==> config.mk <==
export PLATFORM = sky130hd
export DESIGN_NAME = mem_port_arbiter
export DESIGN_NICKNAME = d
export VERILOG_FILES = /design/src/rtl/mem_arb_pkg.sv /design/src/rtl/mem_arb_picker.sv /design/src/rtl/mem_port_arbiter.sv
export SDC_FILE = /design/constraint.sdc
export NUM_CORES = 1
export LEC_CHECK = 0
export BUFFER_PORTS_ARGS = -buffer_cell sky130_fd_sc_hd__clkbuf_2
export CELL_PAD_IN_SITES_DETAIL_PLACEMENT = 1
export CELL_PAD_IN_SITES_GLOBAL_PLACEMENT = 2
export CORE_AREA = 2 2 164 166
export DETAILED_ROUTE_END_ITERATION = 8
export DIE_AREA = 0 0 166 168
export GPL_ROUTABILITY_DRIVEN = 1
export PLACE_DENSITY_LB_ADDON = 0.2
export SKIP_CTS_REPAIR_TIMING = 1
export SYNTH_ARGS = -nofsm -noshare
export SYNTH_HDL_FRONTEND = slang
export SYNTH_SLANG_ARGS = --single-unit
==> constraint.sdc <==
create_clock -name clk -period 18.4 [get_ports clk]
set_input_delay 3.68 -clock clk [delete_from_list [all_inputs] [get_ports clk]]
set_output_delay 3.68 -clock clk [all_outputs]
set_load 0.05 [all_outputs]
==> src/rtl/mem_arb_pkg.sv <==
// Shared types and default widths for the memory-port arbiter:
// FSM state encoding, request op encoding, default parameter values.
package mem_arb_pkg;

    localparam int DEF_NUM_CH = 2;
    localparam int DEF_ADDR_W = 32;
    localparam int DEF_DATA_W = 32;

    typedef enum logic [1:0] {
        IDLE = 2'd0,
        REQ  = 2'd1,
        WAIT = 2'd2
    } arb_state_e;

    typedef enum logic {
        OP_READ  = 1'b0,
        OP_WRITE = 1'b1
    } arb_op_e;

endpackage

==> src/rtl/mem_arb_picker.sv <==
// Combinational winner selection over the valid request slots.
// MEM_ARB_RR_EN selects round-robin from last_grant+1; otherwise lowest index wins.
module mem_arb_picker import mem_arb_pkg::*; #(
    parameter int NUM_CH = DEF_NUM_CH,
    parameter int CH_W   = $clog2(NUM_CH)
) (
    input  logic [NUM_CH-1:0] slot_valid,
    input  logic [CH_W-1:0]   last_grant,
    output logic [CH_W-1:0]   winner,
    output logic              any_valid
);

    logic [CH_W-1:0] idx_s;

    assign any_valid = |slot_valid;

`ifdef MEM_ARB_RR_EN
    // Scan downward so the candidate closest after last_grant is written last and wins.
    always_comb begin
        winner = {CH_W{1'b0}};
        idx_s  = {CH_W{1'b0}};
        for (int k = NUM_CH; k >= 1; k--) begin
            idx_s  = CH_W'((int'(last_grant) + k) % NUM_CH);
            winner = slot_valid[idx_s] ? idx_s : winner;
        end
    end
`else
    logic unused_s;
    assign unused_s = ^last_grant;

    // Fixed priority: scan from the top so the lowest valid index is written last.
    always_comb begin
        winner = {CH_W{1'b0}};
        idx_s  = {CH_W{1'b0}};
        for (int i = NUM_CH - 1; i >= 0; i--) begin
            idx_s  = CH_W'(i);
            winner = slot_valid[idx_s] ? idx_s : winner;
        end
    end
`endif

endmodule

==> src/rtl/mem_port_arbiter.sv <==
// N-channel memory-port arbiter: one-deep slot per channel, single outstanding
// busy/done transaction downstream. MEM_ARB_RR_EN enables round-robin arbitration.
module mem_port_arbiter import mem_arb_pkg::*; #(
    parameter int NUM_CH = DEF_NUM_CH,
    parameter int ADDR_W = DEF_ADDR_W,
    parameter int DATA_W = DEF_DATA_W,
    parameter int MASK_W = DATA_W / 8
) (
    input  logic                     clk,
    input  logic                     rst,
    input  logic [NUM_CH-1:0]        ch_read,
    input  logic [NUM_CH-1:0]        ch_write,
    input  logic [NUM_CH*ADDR_W-1:0] ch_addr,
    input  logic [NUM_CH*DATA_W-1:0] ch_wdata,
    input  logic [NUM_CH*MASK_W-1:0] ch_mask,
    output logic [NUM_CH-1:0]        ch_busy,
    output logic [NUM_CH-1:0]        ch_done,
    output logic [DATA_W-1:0]        ch_rdata,
    output logic                     mem_read,
    output logic                     mem_write,
    output logic [ADDR_W-1:0]        mem_addr,
    output logic [DATA_W-1:0]        mem_wdata,
    output logic [MASK_W-1:0]        mem_mask,
    input  logic [DATA_W-1:0]        mem_rdata,
    input  logic                     mem_busy,
    input  logic                     mem_done
);

    localparam int CH_W = $clog2(NUM_CH);

    logic [NUM_CH-1:0] slot_valid_r;
    arb_op_e           slot_op_r    [NUM_CH];
    logic [ADDR_W-1:0] slot_addr_r  [NUM_CH];
    logic [DATA_W-1:0] slot_wdata_r [NUM_CH];
    logic [MASK_W-1:0] slot_mask_r  [NUM_CH];

    arb_state_e        state_r;
    logic [CH_W-1:0]   grant_r;
    logic [CH_W-1:0]   winner_s;
    logic [CH_W-1:0]   last_grant_s;
    logic              any_valid_s;
    logic              finish_s;

    assign ch_busy  = slot_valid_r;
    assign finish_s = (state_r == WAIT) && mem_done;

    mem_arb_picker #(
        .NUM_CH (NUM_CH),
        .CH_W   (CH_W)
    ) u_picker (
        .slot_valid (slot_valid_r),
        .last_grant (last_grant_s),
        .winner     (winner_s),
        .any_valid  (any_valid_s)
    );

`ifdef MEM_ARB_RR_EN
    logic [CH_W-1:0] last_grant_r;

    // Round-robin pointer follows every grant issued from IDLE.
    always_ff @(posedge clk or posedge rst) begin
        if (rst) begin
            last_grant_r <= CH_W'(NUM_CH - 1);
        end else if ((state_r == IDLE) && any_valid_s) begin
            last_grant_r <= winner_s;
        end
    end

    assign last_grant_s = last_grant_r;
`else
    assign last_grant_s = CH_W'(NUM_CH - 1);
`endif

    // Slot capture and release; capture only tests an idle slot, so it never races the release.
    always_ff @(posedge clk or posedge rst) begin
        if (rst) begin
            slot_valid_r <= {NUM_CH{1'b0}};
            for (int i = 0; i < NUM_CH; i++) begin
                slot_op_r[i]    <= OP_READ;
                slot_addr_r[i]  <= {ADDR_W{1'b0}};
                slot_wdata_r[i] <= {DATA_W{1'b0}};
                slot_mask_r[i]  <= {MASK_W{1'b0}};
            end
        end else begin
            for (int i = 0; i < NUM_CH; i++) begin
                if ((ch_read[i] | ch_write[i]) & ~slot_valid_r[i]) begin
                    slot_valid_r[i] <= 1'b1;
                    slot_op_r[i]    <= ch_write[i] ? OP_WRITE : OP_READ;
                    slot_addr_r[i]  <= ch_addr[i*ADDR_W +: ADDR_W];
                    slot_wdata_r[i] <= ch_wdata[i*DATA_W +: DATA_W];
                    slot_mask_r[i]  <= ch_mask[i*MASK_W +: MASK_W];
                end else if (finish_s && (grant_r == CH_W'(i))) begin
                    slot_valid_r[i] <= 1'b0;
                end
            end
        end
    end

    // Transaction FSM with registered memory-side and completion outputs.
    always_ff @(posedge clk or posedge rst) begin
        if (rst) begin
            state_r   <= IDLE;
            grant_r   <= {CH_W{1'b0}};
            mem_read  <= 1'b0;
            mem_write <= 1'b0;
            mem_addr  <= {ADDR_W{1'b0}};
            mem_wdata <= {DATA_W{1'b0}};
            mem_mask  <= {MASK_W{1'b0}};
            ch_done   <= {NUM_CH{1'b0}};
            ch_rdata  <= {DATA_W{1'b0}};
        end else begin
            ch_done <= {NUM_CH{1'b0}};
            case (state_r)
                IDLE: begin
                    if (any_valid_s) begin
                        grant_r   <= winner_s;
                        mem_read  <= (slot_op_r[winner_s] == OP_READ);
                        mem_write <= (slot_op_r[winner_s] == OP_WRITE);
                        mem_addr  <= slot_addr_r[winner_s];
                        mem_wdata <= slot_wdata_r[winner_s];
                        mem_mask  <= slot_mask_r[winner_s];
                        state_r   <= REQ;
                    end
                end
                REQ: begin
                    // Request fields stay frozen until the memory accepts them.
                    if (!mem_busy) begin
                        mem_read  <= 1'b0;
                        mem_write <= 1'b0;
                        state_r   <= WAIT;
                    end
                end
                WAIT: begin
                    if (mem_done) begin
                        if (slot_op_r[grant_r] == OP_READ) begin
                            ch_rdata <= mem_rdata;
                        end
                        ch_done[grant_r] <= 1'b1;
                        state_r          <= IDLE;
                    end
                end
                default: begin
                    state_r <= IDLE;
                end
            endcase
        end
    end

endmodule
== Word level (Yosys, flattened, before mapping) ==
Index checks and enable logic that the tools add are counted.

* Bits in registers: 247
* Input port bits: 176
* Output and inout port bits: 106
* Word-level logic and storage cells: 88

* Magnitude comparators: 4
* Equality and inequality tests: 5
* Muxes and demuxes: 36
* Bitwise logic cells: 11
* Reduce and logical (&&, ||, !) cells: 13

{| class="wikitable"
|+ Operator list
! kind !! count
|-
| 32-bit 2-to-1 mux || 6
|-
| 1-bit 2-to-1 mux || 18
|-
| 4-bit 2-to-1 mux || 3
|-
| 2-bit 2-to-1 mux || 5
|-
| 3-bit AND reduction || 3
|-
| 2-bit != test (second input constant) || 3
|-
| 2-bit one-hot mux with 3 select lines || 1
|-
| 2-bit nonzero test || 3
|-
| 1-bit NOT || 5
|-
| 2-bit >= comparator (second input constant) || 2
|-
| 1-bit logical AND || 4
|-
| 1-bit NOT with 2-bit output || 2
|-
| 1-bit one-hot mux with 2 select lines || 2
|-
| 1-bit bitwise AND || 2
|-
| 2-bit by 1-bit equality test with 1-bit output (second input constant) || 1
|-
| 2-bit equality test (second input constant) || 1
|-
| 2-bit zero test || 1
|-
| 1-bit by 2-bit < comparator with 1-bit output (second input constant) || 1
|-
| 1-bit bitwise OR || 2
|-
| 2-bit AND reduction || 1
|-
| 2-bit OR reduction || 1
|-
| 1-bit demux with 1-bit select || 1
|-
| 1-bit >= comparator (second input constant) || 1
|}

== Longest topological paths before layout ==
Gate-level depths: netlist (run 1).

* Depth in word-level cells: 9
* Mapped depth: 6
* Gate-level depth less buffers: 3

== Modules after synthesis ==
A second synthesis (run 1) with hierarchy kept.

* Cells, all modules: 692
* Area, all modules: 9780.6 um^2

{| class="wikitable"
|+ By module, submodules not included
! module !! instances !! cells an instance !! area each (um^2) !! sequential area each (um^2)
|-
| mem_port_arbiter || 1 || 690 || 9768.1 || 6180.9
|-
| mem_arb_picker || 1 || 2 || 12.5 || 0.0
|}

== Worst setup path before layout (run 1) ==
Ideal clock, no wire load.

* Kind: input -> register
* From: in ch_write[0]
* To: reg slot_addr_r[32] (netlist bit)
* Library setup time: 0.125 ns
* Arrival time: 4.539 ns
* Data required time: 18.275 ns
* Slack: 13.736 ns
* Stages on the path: 3
* Buffers on the path: 1
* Cell sequence: o21bai_1 > buf_2 > mux2_2

* Longest elaborated chain between the ends: 2

{| class="wikitable"
|+ RTL lines
! item !! line !! RTL
|-
| start: declaration || mem_port_arbiter.sv:12 || <nowiki>input logic [NUM_CH-1:0] ch_write,</nowiki>
|-
| 1-bit bitwise OR || mem_port_arbiter.sv:86 || <nowiki>if ((ch_read[i] | ch_write[i]) & ~slot_valid_r[i]) begin</nowiki>
|-
| 1-bit bitwise AND || mem_port_arbiter.sv:86 ||
|-
| end signal: indexed assignment || mem_port_arbiter.sv:80 || <nowiki>slot_addr_r[i] <= {ADDR_W{1'b0}};</nowiki>
|-
| end signal: indexed assignment || mem_port_arbiter.sv:89 || <nowiki>slot_addr_r[i] <= ch_addr[i*ADDR_W +: ADDR_W];</nowiki>
|-
| end: declaration || mem_port_arbiter.sv:33 || <nowiki>logic [ADDR_W-1:0] slot_addr_r [NUM_CH];</nowiki>
|}

Every way passes these cells.
A chain may end at the register's enable or synchronous reset.

==> results of run 1 <==
final timing paths:
check / depth (start not counted) / end / slack (ns)
worst min register to register: 1 / slot_wdata_r[21] / 0.50
min in group asynchronous: 2 / mem_addr[29] / 3.26
worst max-delay path: 4 / slot_addr_r[62] / 12.75
worst max register to register: 4 / mem_addr[11] / 15.98
worst min-delay path: 1 / slot_wdata_r[21] / 0.50
max in group clk: 4 / slot_addr_r[21] / 12.97
metal layers:
layer	share of wire [%]	track usage (%)
met1	40	21.4
met2	51	31.5
met3	7.3	5.12
met4	1.5	3.48
met5	0	0
cells in the final DEF, fill, tap and decap left out:
| master | n |
|---|---|
| a21oi_1 | 2 |
| a31o_2 | 1 |
| and2_1 | 2 |
| and3b_1 | 1 |
| buf_4 | 7 |
| bufinv_16 | 2 |
| clkbuf_1 | 7 |
| clkbuf_16 | 29 |
| clkbuf_2 | 281 |
| clkbuf_8 | 10 |
| clkinv_2 | 2 |
| clkinvlp_4 | 1 |
| dfrtp_1 | 247 |
| inv_1 | 2 |
| inv_6 | 1 |
| inv_8 | 1 |
| mux2_2 | 289 |
| mux2_4 | 18 |
| mux2i_1 | 3 |
| nand2_1 | 3 |
| nand2b_4 | 1 |
| nand3b_1 | 1 |
| nor2_1 | 2 |
| o21a_4 | 1 |
| o21ai_0 | 2 |
| o21ai_4 | 1 |
| o21bai_4 | 1 |
| o31ai_1 | 1 |
| or3b_2 | 1 |
layout make-up:
type | instances | area, um^2
Fill cell | 2666 | 13600
Sequential cell | 247 | 6180
Multi-Input combinational cell | 330 | 3710
Timing Repair Buffer | 288 | 1460
Inverter | 3 | 18.8
Clock buffer | 46 | 890
Clock inverter | 6 | 86.3
Tap cell | 341 | 427
flip-flops by register name, indices dropped and copies added, names as in the netlist:
name / cells
ch_busy: 2
ch_done: 2
ch_rdata: 32
grant_r: 1
mem_addr: 32
mem_mask: 4
mem_read: 1
mem_wdata: 32
mem_write: 1
slot_addr_r: 64
slot_mask_r: 8
slot_op_r: 2
slot_wdata_r: 64
state_r: 2
where the power goes:
part | internal (mW) | total, mW | switching, mW | leakage, nW
Sequential | 0.828 | 0.975 | 0.147 | 2.93
Combinational | 0.550 | 1.30 | 0.750 | 2.68
Clock | 0.356 | 0.572 | 0.215 | 0.478
Total | 1.73 | 2.85 | 1.11 | 6.09
kinds of logic (layout without fill, tap and decap cells):
group                  count (synthesis)  count (layout)  share of synthesized area [%]
multiplexers                         310             310                           35.4
flip-flops                           247             247                           61.5
buffers and inverters                 36             343                           1.98
AND/OR/NAND/NOR                       11              11                          0.622
AO/OA/AOI/OAI                          9               9                          0.560
worst reg2reg max path: stages (launching register included):
cell	delay, ns
dfrtp_1	0.41
nor2_1	0.24
o21a_4	0.50
buf_4	0.71
mux2_2	0.45
stage by stage:
| step | setup WS (ns) | hold WS (ns) | area [um^2] |
|---|---|---|---|
| 5_1_grt | 12.30 | 0.515 | 12800 |
| 3_3_place_gp | 12.18 | 0.481 | 11800 |
| 2_1_floorplan | 7.93 | 0.471 | 10100 |
| 4_1_cts | 12.62 | 0.505 | 12800 |
| 6_report | 12.75 | 0.499 | 12800 |
| 3_5_place_dp | 12.05 | 0.491 | 11800 |
==> impl_metrics.yaml, run 1 <==
run_status:
  status: "completed"
clocking:
  cts_buffers: 28
  cts.reportedPaths.clkPinSlew_ns: 0.06
  clkLatencyLatePin_ns: 0.53
  cts_tree: "built"
  cts.sinks: 247
  cts_root_buf: "clkbuf_16"
  cts_buffer_depth: 3
  cts_max_level: 1
worst_setup_path:
  path_max_fanout: 92
  crit_arrival_ns: 6.15
  r2r-start: "state_r[0]"
  slowest_stage: "buf_4"
  crit_top_cell: "buf_4"
  slowest_delay_ns: 0.91
  critPathKind: "in2async"
  cp.required_ns: 18.90
  setup.worst_path.start: "rst"
  crit_chain: "clkbuf_2 > inv_8 > buf_4 > buf_4"
  cp_num_buf_inv: 4
  crit_family: "buffers and inverters"
  start_kind: "input pin"
  end_kind: "asynchronous set/reset pin"
timing:
  worstMarginPinSlew_ns: 1.16
  slew_headroom_pct: 22.1
  fin_setup_tns_ns: 0
  post-route-period-util_pct: 30.7
  grt_setup_unrepaired: "no"
  period_needed_ns: 5.65
  finalSetupViolCount: 0
  hold_viol: 0
  fmax_mhz: 177
  drv_slew: 0
  skew_ns: 0.00950
floorplanning:
  rows: 60
  die_h_um: 168
  io-pin-count: 282
  die_area_mm2: 0.0279
  coreArea_mm2: 0.0264
  initial_utilization_pct: 38.2
  die_x_um: 166
synth:
  synth_area_leader_cell: "dfrtp_1"
  synth_area_leaders: "dfrtp_1, mux2_2, mux2_4"
  syn_inst: 613
  synth_seq_cells: 247
  synth_cell_type_count: 22
  async_flop_share_pct: 100
  syn_avg_cell_area_um2: 16.4
  ys.warnings.count: 0
  synth_ff_type: "dfrtp_1"
  synth-edff-count: 0
  syn_nets: 789
  synth.most_common_cell: "mux2_2"
  netlist_area_mm2: 0.0101
  netlist_top_cells_count: "mux2_2, dfrtp_1, buf_2"
  ys_seq_area_share_pct: 61.5
  synth_top_area_share_pct: 61.5
power_and_ir_drop:
  peakVddDrop_mv: 0.153
  finalPower_mw: 2.85
  power_density_mw_per_mm2: 223
  power_leakage_nw: 6.09
final_layout:
  final_nets: 1074
  stdcell_count: 1261
  drive_above_1_share_pct: 70.3
  synthToLayoutAreaGrowth_pct: 27.0
  antenna_cells: 0
  fin_util_pct: 48.5
grt:
  grt_pass1_vias: 7036
  grt_overflow: 0
  grt_pass1_wl_mm: 39.4
  track_usage_pct: 17.7
  grt_max_degree: 93
  antenna_found_initial: 0
routing:
  avgViaCountPerCell: 4.84
  drt_first_iter_violations: 203
  wl_per_cell_um: 19.5
  vias: 6104
  drc: 0
  drt-pass1-iter-count: 4
  antenna_left: 0
  drt_wl_total_mm: 24.6
placed_design:
  placed_cells: 1209
  gp_congestion: 0.731
  io_buffers: 281
  hpwl_mm: 16.6
worst_hold_path:
  min-delay-start: "slot_wdata_r[21]"
  hold_class: "reg2reg"
job:
  maxCapViolations: 0
Power figures use the tool's default switching activity.
==> run 2, diff against run 1 <==
--- a/config.mk
+++ b/config.mk
@@ -8,9 +8,9 @@
 export BUFFER_PORTS_ARGS = -buffer_cell sky130_fd_sc_hd__clkbuf_2
 export CELL_PAD_IN_SITES_DETAIL_PLACEMENT = 1
 export CELL_PAD_IN_SITES_GLOBAL_PLACEMENT = 2
-export CORE_AREA = 2 2 164 166
+export CORE_AREA = 2 2 181 183
 export DETAILED_ROUTE_END_ITERATION = 8
-export DIE_AREA = 0 0 166 168
+export DIE_AREA = 0 0 183 185
 export GPL_ROUTABILITY_DRIVEN = 1
 export PLACE_DENSITY_LB_ADDON = 0.2
 export SKIP_CTS_REPAIR_TIMING = 1
==> constraint.sdc (replaced) <==
create_clock -name clk -period 4.84 [get_ports clk]
set_input_delay 0.968 -clock clk [delete_from_list [all_inputs] [get_ports clk]]
set_output_delay 0.968 -clock clk [all_outputs]
set_load 0.05 [all_outputs]
==> run 2 against run 1 <==
  * Routed wire length grew 0.22%
  * Core utilization shrank 8.8 points
  * Power grew to 3.7 times the previous value
  * Sequential power grew to 3.8 times the previous value
  * Clock skew grew 0.0022 ns
  * Register-to-register slack lost 14 ns
  * Sequential share of layout area grew 0.19 points
  * Setup slack lost 10 ns
  * Cell count grew 4.6%
  * Combinational power grew to 3.8 times the previous value
  * Final area shrank 0.38%
==> impl_metrics.yaml, run 2 (synthesis results as in run 1) <==
routing:
  drc: 0
  antenna_left: 0
  drt_first_iter_violations: 147
  avgViaCountPerCell: 4.57
  vias: 6025
  drt_wl_total_mm: 24.6
  wl_per_cell_um: 18.7
  drt-pass1-iter-count: 4
worst_setup_path:
  end_kind: "register"
  worstRegToRegCells: 4
  r2r-start: "state_r[0]"
  slowest_stage: "o21a_4"
  critPathKind: "reg2reg"
  crit_arrival_ns: 2.86
  cp_num_buf_inv: 1
  slowest_delay_ns: 0.80
  crit_chain: "nor2_1 > o21a_4 > buf_4 > mux2_2"
  start_kind: "register"
  crit_family: "compound AO/OA/AOI/OAI gates"
  path_max_fanout: 51
  r2r_slack_ns: 2.39
  r2r-end: "mem_wdata[2]"
  cp.required_ns: 5.25
placed_design:
  io_buffers: 281
  place_area_mm2: 0.0119
  gp_congestion: 0.680
  hpwl_mm: 16.2
  pre_cts_ws_ns: 2.22
floorplanning:
  rows: 66
  die_h_um: 185
  initial_utilization_pct: 31.4
  coreArea_mm2: 0.0320
  die_x_um: 183
  die_area_mm2: 0.0339
  io-pin-count: 282
grt:
  busiest_layer: "met2"
  met3_usage_pct: 4.88
  use_met2_pct: 23.3
  met1_usage_pct: 18.6
  track_usage_pct: 14.4
  grt_overflow: 0
  grt_max_degree: 133
  grt_pass1_wl_mm: 38.1
  grt_pass1_vias: 6561
  antenna_found_initial: 2
timing:
  slew_headroom_pct: 30.7
  worstMarginPinSlew_ns: 1.04
  skew_ns: 0.0116
  grt_setup_unrepaired: "no"
  finalSetupViolCount: 0
  post-route-period-util_pct: 50.6
  fin_setup_tns_ns: 0
  layout_setup_ws_ns: 2.39
  fmax_mhz: 408
  hold_viol: 0
  drv_slew: 0
  period_needed_ns: 2.45
final_layout:
  reg.largest.list: "slot_addr_r: 64 flops, slot_wdata_r: 64 flops"
  drive_above_1_share_pct: 69.9
  final_common_cell: "mux2_2"
  antenna_cells: 0
  synthToLayoutAreaGrowth_pct: 26.6
  final_nets: 1076
  final_area_mm2: 0.0127
  layout_common_cells: "mux2_2, clkbuf_2, dfrtp_1"
clocking:
  cts_tree: "built"
  cts_root_buf: "clkbuf_16"
  cts_buffers: 29
  cts_max_level: 1
  cts_buffer_depth: 3
  cts.sinks: 247
  cts.reportedPaths.clkPinSlew_ns: 0.06
  clkLatencyLatePin_ns: 0.53
power_and_ir_drop:
  finalPower_mw: 10.5
  peakVddDrop_mv: 0.341
  power_leakage_nw: 6.02
  power_density_mw_per_mm2: 826
job:
  maxCapViolations: 0
worst_hold_path:
  hold_class: "in2async"
run_status:
  status: "completed"
## run 2: changes by cell type in the layout (fill, tap and decap cells not counted), sizes merged
cell,previous run,this run
clkbuf,327,320
buf,7,8
bufinv,2,0
inv,4,3
## run 2: worst max-delay path by stage
stage	from	end	slack [ns]	depth (start not counted)
after floorplan	rst	ch_busy[0]	0.63	1
after global placement	ch_write[1]	slot_wdata_r[17]	2.26	4
after detailed placement	ch_write[1]	slot_wdata_r[17]	2.22	4
after CTS	state_r[0]	mem_wdata[15]	2.31	4
after global routing	state_r[0]	mem_wdata[9]	2.23	4
final	state_r[0]	mem_wdata[2]	2.39	4
## run 2: layout make-up
type	count	area (um^2)
Fill cell	3328	19300
Sequential cell	247	6180
Multi-Input combinational cell	330	3710
Timing Repair Buffer	289	1500
Clock buffer	39	783
Tap cell	408	510
Clock inverter	3	18.8
Inverter	3	15.0
## run 2: per-stage QoR
| step | instances | hold slack [ns] | utilization (%) |
|---|---|---|---|
| finish | 1319 | 0.496 | 39.7 |
| global route | 1319 | 0.508 | 39.7 |
| CTS | 1319 | 0.478 | 39.7 |
| detailed placement | 1277 | 0.490 | 37.2 |
| global placement | 1277 | 0.482 | 37.2 |
| floorplan | 613 | 0.471 | - |
## run 2: routing by layer
metal,vias to the layer above,routed length (um)
li1,2750,-
met1,3058,10800
met2,189,11500
met3,28,1990
met4,0,392
met5,-,0
## run 2: worst register-to-register path, stage by stage (launching register included)
cell and delay (ns):
dfrtp_1 0.42, nor2_1 0.23, o21a_4 0.80, buf_4 0.49, mux2_2 0.40
## run 2: power breakdown
group | internal (mW) | switching [mW] | total, mW | leakage, nW
registers | 3.15 | 0.518 | 3.67 | 2.93
clock network | 1.11 | 0.802 | 1.91 | 0.394
logic | 2.10 | 2.83 | 4.93 | 2.70
total | 6.36 | 4.15 | 10.5 | 6.02
